[config.mk]
export PLATFORM = sky130hd
export DESIGN_NAME = execute_muldiv
export DESIGN_NICKNAME = d
export VERILOG_FILES = /design/src/rtl/execute_muldiv_pkg.sv /design/src/rtl/execute_muldiv_decode.sv /design/src/rtl/execute_muldiv.sv
export SDC_FILE = /design/constraint.sdc
export NUM_CORES = 1
export LEC_CHECK = 0
export BUFFER_PORTS_ARGS = -buffer_cell sky130_fd_sc_hd__buf_2
export CAP_MARGIN = 20
export CORE_MARGIN = 8
export CORE_UTILIZATION = 55
export CTS_CLUSTER_DIAMETER = 150
export DETAILED_ROUTE_END_ITERATION = 10
export PLACE_DENSITY = 0.85
export SETUP_SLACK_MARGIN = 0.05
export SLEW_MARGIN = 20
export SYNTH_ARGS = -nofsm -noshare
export SYNTH_HDL_FRONTEND = slang
export SYNTH_SLANG_ARGS = --single-unit
[constraint.sdc]
create_clock -name clk -period 7.3 [get_ports clk]
set_input_delay 2.19 -clock clk [delete_from_list [all_inputs] [get_ports clk]]
set_output_delay 2.19 -clock clk [all_outputs]
set_load 0.05 [all_outputs]
[src/rtl/execute_muldiv_pkg.sv]
// Shared constants for the EX-stage multiply/divide unit.
// Funct codes, ALUOp encoding, FSM states and the decoded-op bundle.
package execute_muldiv_pkg;

   localparam logic [1:0] ALUOP_RTYPE = 2'b10;

   localparam logic [5:0] FUNCT_MFHI  = 6'b010000;
   localparam logic [5:0] FUNCT_MTHI  = 6'b010001;
   localparam logic [5:0] FUNCT_MFLO  = 6'b010010;
   localparam logic [5:0] FUNCT_MTLO  = 6'b010011;
   localparam logic [5:0] FUNCT_MULT  = 6'b011000;
   localparam logic [5:0] FUNCT_MULTU = 6'b011001;
   localparam logic [5:0] FUNCT_DIV   = 6'b011010;
   localparam logic [5:0] FUNCT_DIVU  = 6'b011011;

   localparam logic [1:0] MD_IDLE = 2'd0;
   localparam logic [1:0] MD_MUL  = 2'd1;
   localparam logic [1:0] MD_DIV  = 2'd2;
   localparam logic [1:0] MD_FIX  = 2'd3;

   typedef struct packed {
      logic mult;
      logic multu;
      logic div;
      logic divu;
      logic mfhi;
      logic mthi;
      logic mflo;
      logic mtlo;
   } muldiv_op_t;

endpackage

[src/rtl/execute_muldiv_decode.sv]
// Funct decoder for the multiply/divide unit.
// Produces a one-hot op only for live, unflushed R-type instructions.
module muldiv_decode
   import execute_muldiv_pkg::*;
(
   input  logic       valid,
   input  logic       flush,
   input  logic [1:0] alu_op,
   input  logic [5:0] funct,
   output muldiv_op_t op,
   output logic       is_muldiv
);

   logic live;

   // Qualify the funct field, then match each code
   always_comb begin
      live     = valid & ~flush & (alu_op == ALUOP_RTYPE);
      op       = '0;
      op.mult  = live & (funct == FUNCT_MULT);
      op.multu = live & (funct == FUNCT_MULTU);
      op.div   = live & (funct == FUNCT_DIV);
      op.divu  = live & (funct == FUNCT_DIVU);
      op.mfhi  = live & (funct == FUNCT_MFHI);
      op.mthi  = live & (funct == FUNCT_MTHI);
      op.mflo  = live & (funct == FUNCT_MFLO);
      op.mtlo  = live & (funct == FUNCT_MTLO);
      is_muldiv = |op;
   end

endmodule

[src/rtl/execute_muldiv.sv]
// EX-stage multi-cycle multiply/divide unit owning HI/LO.
// Shift-add multiply and restoring divide, one step per cycle.
module execute_muldiv
   import execute_muldiv_pkg::*;
#(
   parameter int WIDTH = 32,
   parameter int CNT_W = 6
)(
   input  logic             clk,
   input  logic             rst_n,
   input  logic             EX_valid,
   input  logic             EX_flush,
   input  logic [1:0]       EX_alu_op,
   input  logic [5:0]       EX_funct,
   input  logic [WIDTH-1:0] EX_rs_data,
   input  logic [WIDTH-1:0] EX_rt_data,
   output logic             EX_muldiv_stall,
   output logic             EX_muldiv_busy,
   output logic [WIDTH-1:0] EX_muldiv_result,
   output logic [WIDTH-1:0] EX_hi,
   output logic [WIDTH-1:0] EX_lo
);

   localparam logic [CNT_W-1:0] LAST = CNT_W'(WIDTH - 1);

   muldiv_op_t op;
   logic       is_muldiv;

   logic [1:0]         state;
   logic [CNT_W-1:0]   cnt;
   logic [2*WIDTH-1:0] acc;
   logic [WIDTH-1:0]   opnd;
   logic               neg_lo;
   logic               neg_hi;
   logic               kind_div;
   logic [WIDTH-1:0]   hi;
   logic [WIDTH-1:0]   lo;

   logic               busy;
   logic               stall;
   logic               start_mul;
   logic               start_div;
   logic               is_signed;
   logic               rs_neg;
   logic               rt_neg;
   logic               rt_zero;
   logic [WIDTH-1:0]   rs_mag;
   logic [WIDTH-1:0]   rt_mag;
   logic               start_neg_lo;
   logic               start_neg_hi;
   logic [WIDTH:0]     mul_sum;
   logic [2*WIDTH-1:0] mul_next;
   logic [WIDTH:0]     div_trial;
   logic [2*WIDTH-1:0] div_next;
   logic [2*WIDTH-1:0] prod_fix;
   logic [WIDTH-1:0]   quo_fix;
   logic [WIDTH-1:0]   rem_fix;
   logic [WIDTH-1:0]   fix_hi;
   logic [WIDTH-1:0]   fix_lo;

   muldiv_decode u_decode (
      .valid     (EX_valid),
      .flush     (EX_flush),
      .alu_op    (EX_alu_op),
      .funct     (EX_funct),
      .op        (op),
      .is_muldiv (is_muldiv)
   );

   // Handshake, operand magnitudes and start-time sign flags
   always_comb begin
      busy      = (state != MD_IDLE);
      stall     = busy & is_muldiv;
      start_mul = ~busy & (op.mult | op.multu);
      start_div = ~busy & (op.div | op.divu);
      is_signed = op.mult | op.div;
      rs_neg    = is_signed & EX_rs_data[WIDTH-1];
      rt_neg    = is_signed & EX_rt_data[WIDTH-1];
      rt_zero   = (EX_rt_data == '0);
      rs_mag    = rs_neg ? -EX_rs_data : EX_rs_data;
      rt_mag    = rt_neg ? -EX_rt_data : EX_rt_data;
      // Divide by zero keeps an all-ones quotient, so never negate it
      start_neg_lo = (rs_neg ^ rt_neg) & ~(start_div & rt_zero);
      start_neg_hi = start_div & rs_neg;
   end

   // One iteration step of each algorithm
   always_comb begin
      mul_sum   = {1'b0, acc[2*WIDTH-1:WIDTH]}
                + (acc[0] ? {1'b0, opnd} : '0);
      mul_next  = {mul_sum, acc[WIDTH-1:1]};
      div_trial = acc[2*WIDTH-1:WIDTH-1] - {1'b0, opnd};
      if (!div_trial[WIDTH])
         div_next = {div_trial[WIDTH-1:0], acc[WIDTH-2:0], 1'b1};
      else
         div_next = {acc[2*WIDTH-2:WIDTH-1], acc[WIDTH-2:0], 1'b0};
   end

   // Sign correction applied when leaving FIX
   always_comb begin
      prod_fix = neg_lo ? -acc : acc;
      quo_fix  = neg_lo ? -acc[WIDTH-1:0] : acc[WIDTH-1:0];
      rem_fix  = neg_hi ? -acc[2*WIDTH-1:WIDTH] : acc[2*WIDTH-1:WIDTH];
      fix_hi   = kind_div ? rem_fix : prod_fix[2*WIDTH-1:WIDTH];
      fix_lo   = kind_div ? quo_fix : prod_fix[WIDTH-1:0];
   end

   // Iteration FSM and work registers
   always_ff @(posedge clk) begin
      if (!rst_n) begin
         state    <= MD_IDLE;
         cnt      <= '0;
         acc      <= '0;
         opnd     <= '0;
         neg_lo   <= 1'b0;
         neg_hi   <= 1'b0;
         kind_div <= 1'b0;
      end else begin
         case (state)
            MD_IDLE: begin
               if (start_mul) begin
                  state    <= MD_MUL;
                  cnt      <= '0;
                  acc      <= {{WIDTH{1'b0}}, rt_mag};
                  opnd     <= rs_mag;
                  neg_lo   <= start_neg_lo;
                  neg_hi   <= 1'b0;
                  kind_div <= 1'b0;
               end else if (start_div) begin
                  state    <= MD_DIV;
                  cnt      <= '0;
                  acc      <= {{WIDTH{1'b0}}, rs_mag};
                  opnd     <= rt_mag;
                  neg_lo   <= start_neg_lo;
                  neg_hi   <= start_neg_hi;
                  kind_div <= 1'b1;
               end
            end
            MD_MUL: begin
               acc <= mul_next;
               cnt <= cnt + 1'b1;
               if (cnt == LAST)
                  state <= MD_FIX;
            end
            MD_DIV: begin
               acc <= div_next;
               cnt <= cnt + 1'b1;
               if (cnt == LAST)
                  state <= MD_FIX;
            end
            MD_FIX: begin
               state <= MD_IDLE;
            end
            default: begin
               state <= MD_IDLE;
            end
         endcase
      end
   end

   // Architectural HI/LO: FIX result or an unstalled MT write
   always_ff @(posedge clk) begin
      if (!rst_n) begin
         hi <= '0;
         lo <= '0;
      end else if (state == MD_FIX) begin
         hi <= fix_hi;
         lo <= fix_lo;
      end else if (!busy) begin
         if (op.mthi)
            hi <= EX_rs_data;
         if (op.mtlo)
            lo <= EX_rs_data;
      end
   end

   // MFHI/MFLO read-out, zero whenever stalled or not a move-from
   always_comb begin
      EX_muldiv_result = '0;
      if (!stall && op.mfhi)
         EX_muldiv_result = hi;
      else if (!stall && op.mflo)
         EX_muldiv_result = lo;
   end

   assign EX_muldiv_stall = stall;
   assign EX_muldiv_busy  = busy;
   assign EX_hi           = hi;
   assign EX_lo           = lo;

endmodule
; ---- Word-level counts from Yosys, hierarchy flattened
; Cells that the tools add are included.
[word_totals]
wordCells = 112
input_bits = 76
output_inout_bits = 98
reg_bits = 171
[op_classes]
eq_ne = 16
n_bitwise = 25
reduce_logical = 19
n_addsub = 8
mux = 35
[op_table]
columns = op, count
row1 = $mux W32, 17
row2 = $mux W64, 4
row3 = $pmux W64 S3, 1
row4 = $neg A32 Y32, 4
row5 = $neg A64 Y64, 1
row6 = $eq A6 B5 Y1 const B, 9
row7 = $add A32 B32 Y33, 1
row8 = $sub A33 B32 Y33, 1
row9 = $logic_not A32 Y1, 1
row10 = $and A1 B1 Y1, 18
row11 = $mux W6, 2
row12 = $pmux W6 S2, 1
row13 = $reduce_and A2 Y1, 6
row14 = $reduce_bool A2 Y1, 5
row15 = $reduce_or A8 Y1, 1
row16 = $add A6 B1 Y6 const B, 1
row17 = $eq A2 B2 Y1 const B, 3
row18 = $mux W1, 6
row19 = $mux W2, 3
row20 = $pmux W2 S3, 1
row21 = $ne A2 B1 Y1 const B, 2
row22 = $ne A3 B3 Y1 const B, 1
row23 = $not A1 Y1, 3
row24 = $or A1 B1 Y1, 3
row25 = other kinds (7), 8

; ---- Longest topological paths before layout
; Gate-level depths: netlist of run 1.
[depth]
depth_word = 11
depth_mapped = 15
depth_no_buf = 13

; ---- Cells and area by module
; A second synthesis of run 1 with hierarchy kept.
[unflattened]
cells_unflattened = 2141
hier_area_um2 = 15478.6
[by_module_without_submodules]
columns = module, cells_per_inst, seq_area_each_um2, n_inst, area_each_um2
row1 = execute_muldiv, 2125, 3423.3, 1, 15348.5
row2 = muldiv_decode, 16, 0.0, 1, 130.1

; ---- Worst setup path before layout of run 1
; OpenSTA, ideal clock, no wires.
[synth_path]
path_type = input-to-output
startpoint = input port EX_funct[5]
endpoint = output port EX_muldiv_result[10]
required_time_ns = 5.110
t_arrival_ns = 4.648
path_stages = 7
path_slack_ns = 0.462
n_path_buf = 3
path_cell_list = or4b_1 > or3_1 > buf_2 > or4_1 > clkbuf_1 > clkbuf_1 > nor2_1
[synth_via]
elab_chain_cells = 8
elab_cells_between_ends = 23
classes_between = eq/ne: 8 / mux: 2 / bitwise: 9 / reduce/logical: 4
[synth_lines]
columns = element, line_no
row1 = "start, declared", execute_muldiv.sv:14  ; input logic [5:0] EX_funct,
row2 = $eq A6 B5 Y1 (tied with other cells), execute_muldiv_decode.sv:27  ; op.mtlo = live & (funct == FUNCT_MTLO);
row3 = $and A1 B1 Y1 (tied with other cells), execute_muldiv_decode.sv:27
row4 = $reduce_or A8 Y1, execute_muldiv_decode.sv:28  ; is_muldiv = |op;
row5 = $and A1 B1 Y1, execute_muldiv.sv:73  ; stall = busy & is_muldiv;
row6 = $logic_not A1 Y1, "execute_muldiv.sv:180, execute_muldiv.sv:182"
row7 = $logic_and A1 B1 Y1, execute_muldiv.sv:182  ; else if (!stall && op.mflo)
row8 = $mux W32, execute_muldiv.sv:182
row9 = $mux W32 (*), execute_muldiv.sv:180  ; if (!stall && op.mfhi)
row10 = "end, declared", execute_muldiv.sv:19  ; output logic [WIDTH-1:0] EX_muldiv_result,
; Mark *: on every way between the ends. The rest lies on a longest branch, timed or not.

; ---- Worst setup path after layout of run 1
[layout_path]
startpoint = input port EX_funct[5]
endpoint = output port EX_muldiv_result[21]
; Same word-level chain as after synthesis.

==> key figures, run 1 <==
Outcome
  – Outcome: finished clean

Synth
  – Post-Syn Area: 15600 um^2
  – Post-Synthesis Net Count: approximately 2300
  – Number of flops mapped to enable cells by yosys: 0
  – Cell variety after synth: 90
  – Ys flop type: dfxtp_1
  – Warnings from Yosys: 0
  – Cell count after synthesis: 2137
  – Post-synth ARST share: 0%
  – Syn_area_per_cell: 7.301 um^2
  – Share of the yosys chip area belonging to registers: 21.94%
  – Synthesized flop and latch total: 171

Timing
  – Slew margin rel.: between 20% and 30%
  – Final min period: roughly 6.7 ns
  – RSZ-0062 raised after global routing: no
  – Fmax: between 0.15 and 0.2 GHz
  – Fin Setup TNS: 0 ns
  – Setup Viol. Count Final: 0
  – Final count of hold timing violations: 0
  – Slew at the pin closest to its max-slew limit: 1.151 ns
  – Post-route setup slack: approximately 0.64 ns
  – Final period utilization: 91.23%
  – Final Max Slew Viols: 0
  – Max Clock Skew: ~0.015 ns

GRT
  – Total gr overflow: 0
  – Total track usage: 33.54%
  – Pin count of the biggest net entering global routing: slightly below 90
  – Vias in the first global route: 16073
  – First-pass GRT wire length: 90.63 mm
  – Initial antenna violation count: 2

Worst setup path
  – Crit. End Element: primary output
  – Required @ worst endpoint: 5.11 ns
  – Reg2Reg Depth: 14
  – CP Max Fanout: 32
  – Worst Setup Start Kind: primary input
  – Worst Path Arrival: about 4.5 ns
  – Critical path type: primary input to primary output

Floorplan
  – Number of cell rows: 61
  – Core ar.: between 20000 and 30000 um^2
  – Num ports: 174
  – Initial Util: a little under three fifths
  – Total die area: 34010 um^2
  – Die width: ~180 um
  – Die Ht: 184.4 um

Pwr
  – Internal power: 1.894 mW
  – Switch share: 45.77%
  – Worst IR Drop VDD: 0.4170 mV
  – Leakage power: 7.242 nW
  – Power Density: 204.1 nW/um^2
  – Combinational share of power: 41.2%
  – Clock power frac: 27.2%
  – Psw: 1.598 mW
  – Power share of the sequential group: 31.6%
  – Power Total: 3.492 mW

Final layout
  – Nets: about 2400
  – Most frequent cells in the layout: nor2_1, a21oi_1, nand2_1
  – Commonest non-fill, non-tap cell in the layout: nor2_1
  – Finished Cell Area: between 15000 and 20000 um^2
  – Area delta synth->final: 9.679%
  – Fraction of layout cells with a size suffix above 1: between 10% and 20%
  – Final std cells w/o fill: 2591

Clocking
  – Clock sinks: 171
  – Cell at the root of the clock tree: clkbuf_16
  – Htree depth: 4
  – Post-CTS sizing: 0
  – Later-pin clock latency in the skew report: 0.45 ns
  – Register clock-pin slew on the reported worst setup and hold paths: 0.08 ns
  – CTS Hold Buffers Added: 0
  – Post-CTS Setup Bufs: 0
  – TritonCTS clock tree: yes
  – Number of buffers created by CTS: 17
  – Clock Path Buffers: 2

Routing
  – DRC: 0
  – WL final: 59.45 mm
  – Drt wl/cell: 22.95 um
  – DR pass1 iterations: 6
  – Via density: 6.777
  – Routed vias: about 18000
  – DRT iter0 DRCs: 2409
  – Routed Antenna Nets: 0

Placement
  – I/O Buffers: 173
  – Post-DP HPWL: 45.06 mm
  – Global placement routability congestion: 1.042
  – Post-place setup slack: 0.6574 ns
  – Dpl cells: 2558
  – Cell Area, Placed: 16510 um^2

Worst hold path
  – Hold Crit Class: flip-flop to flip-flop
  – Min-Delay Path Depth: 2

Run
  – Max Cap Viol: 0
## state kept, by name, indices dropped and copies added (netlist names)
| signal | flops |
|---|---|
| neg_hi | 1 |
| EX_lo | 32 |
| EX_hi | 32 |
| kind_div | 1 |
| opnd | 32 |
| acc | 64 |
| neg_lo | 1 |
| state | 2 |
| cnt | 6 |
## routing by layer
metal	GRT usage, %	wire, um	share of wire, %
met4	16.78	3265	5.5
met1	44.37	23610	40
met2	49.90	24770	42
met3	8.506	7791	13
met5	0	13	0.022
## synthesized netlist by cell type, types with 43 or more instances
library cell  count  area [um^2]
nor2_1          239        897.1
inv_1            73        274.0
a211oi_1         56        420.4
nand2_1         184        690.7
o211ai_1         43        322.8
mux2i_1          74        740.7
ha_1             74        925.9
dfxtp_1         171         3423
o21ai_0         144        720.7
xor2_1           91        797.0
nand3_1          52        260.3
xnor2_1          79        691.9
a21oi_1         227         1136
clkbuf_1        119        446.7
## through the flow
stage	hold WS, ns	util (%)
6_report	0.4641	61.43
5_1_grt	0.4843	61.43
4_1_cts	0.4621	61.42
3_5_place_dp	0.4523	59.27
3_3_place_gp	0.4444	59.17
2_1_floorplan	0.4319	-
## worst max-delay path: stages
cell and delay [ns]:
buf_2 0.09, or4b_1 0.57, or3_1 0.47, or4_1 0.42
buf_4 0.26, nor2_1 0.16, buf_2 0.28
## final timing paths
kind,to,slack (ns),from
min reg2reg,opnd[12]$_SDFFE_PN0P_,0.46,opnd[12]$_SDFFE_PN0P_
max,EX_muldiv_result[21],0.64,EX_funct[5]
max reg2reg,acc[61]$_SDFFE_PN0P_,2.26,acc[31]$_SDFFE_PN0P_
min,opnd[12]$_SDFFE_PN0P_,0.46,opnd[12]$_SDFFE_PN0P_
## cells by family after synthesis
logic type	Yosys count	synth area share (%)
compound gates	728	30.27
simple gates	689	21.29
buf+inv	227	5.870
flops	171	21.94
xor+xnor	170	9.543
mux	76	4.892
fa+ha+maj	76	6.191
## power groups by stage
| stage | registers, mW | clock network [mW] | logic [mW] |
|---|---|---|---|
| finish | 1.10 | 0.949 | 1.44 |
| global route | 1.11 | 0.984 | 1.51 |
| CTS | 1.10 | 0.943 | 1.37 |
| detailed placement | 1.12 | 0 | 1.36 |
| global placement | 1.11 | 0 | 1.33 |
| floorplan | 1.12 | 0 | 0.954 |
## final cells by class
| class | instances | area [um^2] |
|---|---|---|
| timing repair buffer | 197 | 1069 |
| sequential | 171 | 3423 |
| multi-input combinational | 1739 | 11270 |
| inverter | 73 | 274.0 |
| tap | 378 | 473.0 |
| clock inverter | 15 | 172.7 |
| clock buffer | 17 | 425.4 |
| antenna | 1 | 2.502 |
| fill | 2545 | 10750 |
(Power assumes the default switching activity.)
==> run 2: changes to the inputs <==
Settings changed: BUFFER_PORTS_ARGS -buffer_cell sky130_fd_sc_hd__buf_2 to not set, DONT_BUFFER_PORTS set to 1, PLACE_DENSITY 0.85 to 0.79.
==> key figures, run 2 (synthesis gave the netlist of run 1 again) <==
Worst setup path
  – Worst Setup Start Kind: primary input
  – Slowest cell delay on critical path: between 0.5 and 0.6 ns
  – Required @ worst endpoint: around 5.1 ns
  – Buf+Inv Stages, Crit Path: 2
  – Reg2Reg Depth: 13
  – Slowest CP cell: or4b_1
  – Worst r2r dst: acc[39]$_SDFFE_PN0P_
  – Crit path from: EX_funct[5]
  – Setup slack, reg-to-reg: 2.31 ns
  – Most used cell, CP: buf_4
  – CP Cell Sequence: or4b_1 > or3_1 > or4_1 > buf_4 > nor2_1 > buf_4
  – Crit. End Element: primary output
  – Crit-path leading delay family: simple AND/OR/NAND/NOR gates
  – CP Max Fanout: 32
  – Worst Path Arrival: 4.38 ns
  – Critical path endpoint: EX_muldiv_result[22]
  – CP Depth: 6
  – Critical R2R Launch: acc[31]$_SDFFE_PN0P_
  – Critical path type: primary input to primary output

GRT
  – Total track usage: between 30% and 40%
  – Pin count of the biggest net entering global routing: just over 90
  – Vias in the first global route: 15271
  – First-pass GRT wire length: 90.11 mm
  – Total gr overflow: 0
  – Initial antenna violation count: 0

Floorplan
  – Total die area: 34010 um^2
  – Core ar.: around 28000 um^2
  – Initial Util: 56.01%
  – Die width: approximately 180 um
  – Num ports: 174
  – Die Ht: 184.4 um
  – Number of cell rows: about 60

Clocking
  – Post-CTS sizing: 0
  – Later-pin clock latency in the skew report: 0.46 ns
  – Clock Path Buffers: 2
  – TritonCTS clock tree: yes
  – Cell at the root of the clock tree: clkbuf_16
  – Clock sinks: 171
  – CTS Hold Buffers Added: 0
  – Post-CTS Setup Bufs: 0
  – Register clock-pin slew on the reported worst setup and hold paths: roughly 0.08 ns
  – Htree depth: 4
  – Number of buffers created by CTS: 17

Placement
  – Post-DP HPWL: about 45 mm
  – Global placement routability congestion: 0.9987
  – I/O Buffers: 0

Routing
  – WL final: 59.92 mm
  – DRT iter0 DRCs: 2324
  – Routed vias: between 15000 and 20000
  – Drt wl/cell: about 24 um
  – DRC: 0
  – Via density: between 6 and 7
  – DR pass1 iterations: 7
  – Routed Antenna Nets: 0

Final layout
  – Area delta synth->final: 5.429%
  – Nets: 2209
  – Most frequent cells in the layout: nor2_1, a21oi_1, nand2_1
  – Fraction of layout cells with a size suffix above 1: 6.473%
  – Fin util: 59.05%
  – Diode count: 0
  – Layout fillers: 2578
  – Top reg by flops: acc
  – Max reg flops: 64
  – Commonest non-fill, non-tap cell in the layout: nor2_1

Pwr
  – Combinational share of power: 37.4%
  – Psw: 1.529 mW
  – Clock power frac: approximately 28%
  – Switch share: 45.05%
  – Internal power: ~1.9 mW
  – Power Density: 206.4 nW/um^2
  – Power share of the sequential group: around a third
  – Power Total: 3.395 mW
  – Worst IR Drop VDD: 0.3624 mV
  – Leakage power: 6.556 nW

Timing
  – Final count of hold timing violations: 0
  – Setup Viol. Count Final: 0
  – Fmax: 0.1523 GHz
  – Final Max Slew Viols: 0
  – Slew margin rel.: about a third
  – Max Clock Skew: about 0.014 ns
  – Final period utilization: 89.97%
  – Fin Setup TNS: 0 ns
  – Final min period: 6.567 ns
  – Slew at the pin closest to its max-slew limit: 1.023 ns
  – RSZ-0062 raised after global routing: no

Worst hold path
  – Hold Crit Class: flip-flop to flip-flop
  – Critical hold path startpoint: opnd[14]$_SDFFE_PN0P_

Outcome
  – Outcome: finished clean

Run
  – Max Cap Viol: 0
run 2: cell types whose count changed in the layout (fill, tap and decap cells not counted), moves of 2 or more:
cell / change
buf_4: +31
buf_2: -172
inv_8: -2
inv_6: +4
run 2: how the worst min path moves through the flow:
| stage | to | slack, ns | cells after the start |
|---|---|---|---|
| after CTS | opnd[17]$_SDFFE_PN0P_ | 0.46 | 2 |
| after floorplan | opnd[12]$_SDFFE_PN0P_ | 0.43 | 2 |
| after global placement | opnd[29]$_SDFFE_PN0P_ | 0.45 | 2 |
| final | opnd[14]$_SDFFE_PN0P_ | 0.47 | 2 |
| after global routing | opnd[0]$_SDFFE_PN0P_ | 0.48 | 2 |
| after detailed placement | opnd[17]$_SDFFE_PN0P_ | 0.45 | 2 |
run 2: power groups by stage:
stage	registers, mW	clock network, mW	logic [mW]
detailed placement	1.18	0	1.21
floorplan	1.12	0	0.954
global route	1.18	0.977	1.35
CTS	1.16	0.942	1.22
finish	1.17	0.951	1.27
global placement	1.18	0	1.19
run 2: final cells by class:
class,count,area [um^2],area share (%)
multi-input cells,1739,11280,68.59
flip-flops and latches,171,3423,20.81
well taps,378,473.0,2.875
clock buffers,18,439.2,2.670
repair buffers,55,412.9,2.510
inverters,73,274.0,1.666
clock inverters,14,143.9,0.8747
run 2: routing by layer:
metal / up-vias / part of all wire [%] / GRT usage, %
li1: 7658 / - / -
met1: 7845 / 39 / 44.50
met2: 1136 / 42 / 50.01
met3: 189 / 14 / 9.687
met4: 0 / 4.7 / 15.07
met5: - / 0 / 0
run 2: worst register-to-register path: stages (launching register included):
cell and delay (ns):
dfxtp_1 0.53, inv_1 0.20, ha_1 0.29, fa_1 0.39, nand2b_1 0.20, a21oi_1 0.41
o21ai_0 0.24, a21oi_1 0.43, and4_1 0.28, or3_1 0.50, and2_1 0.46, buf_4 0.43
mux2i_1 0.35, o221ai_1 0.16
run 2: metrics by stage:
| step | hold slack (ns) | worst slack [ns] | instance area [um^2] | instances |
|---|---|---|---|---|
| after floorplan | 0.4319 | 0.4618 | 15600 | 2137 |
| after CTS | 0.4597 | 0.7710 | 16450 | 2448 |
| after global placement | 0.4450 | 0.8681 | 15870 | 2416 |
| after detailed placement | 0.4509 | 0.7725 | 15870 | 2416 |
| final | 0.4685 | 0.7325 | 16450 | 2448 |
| after global routing | 0.4830 | 0.6923 | 16450 | 2448 |
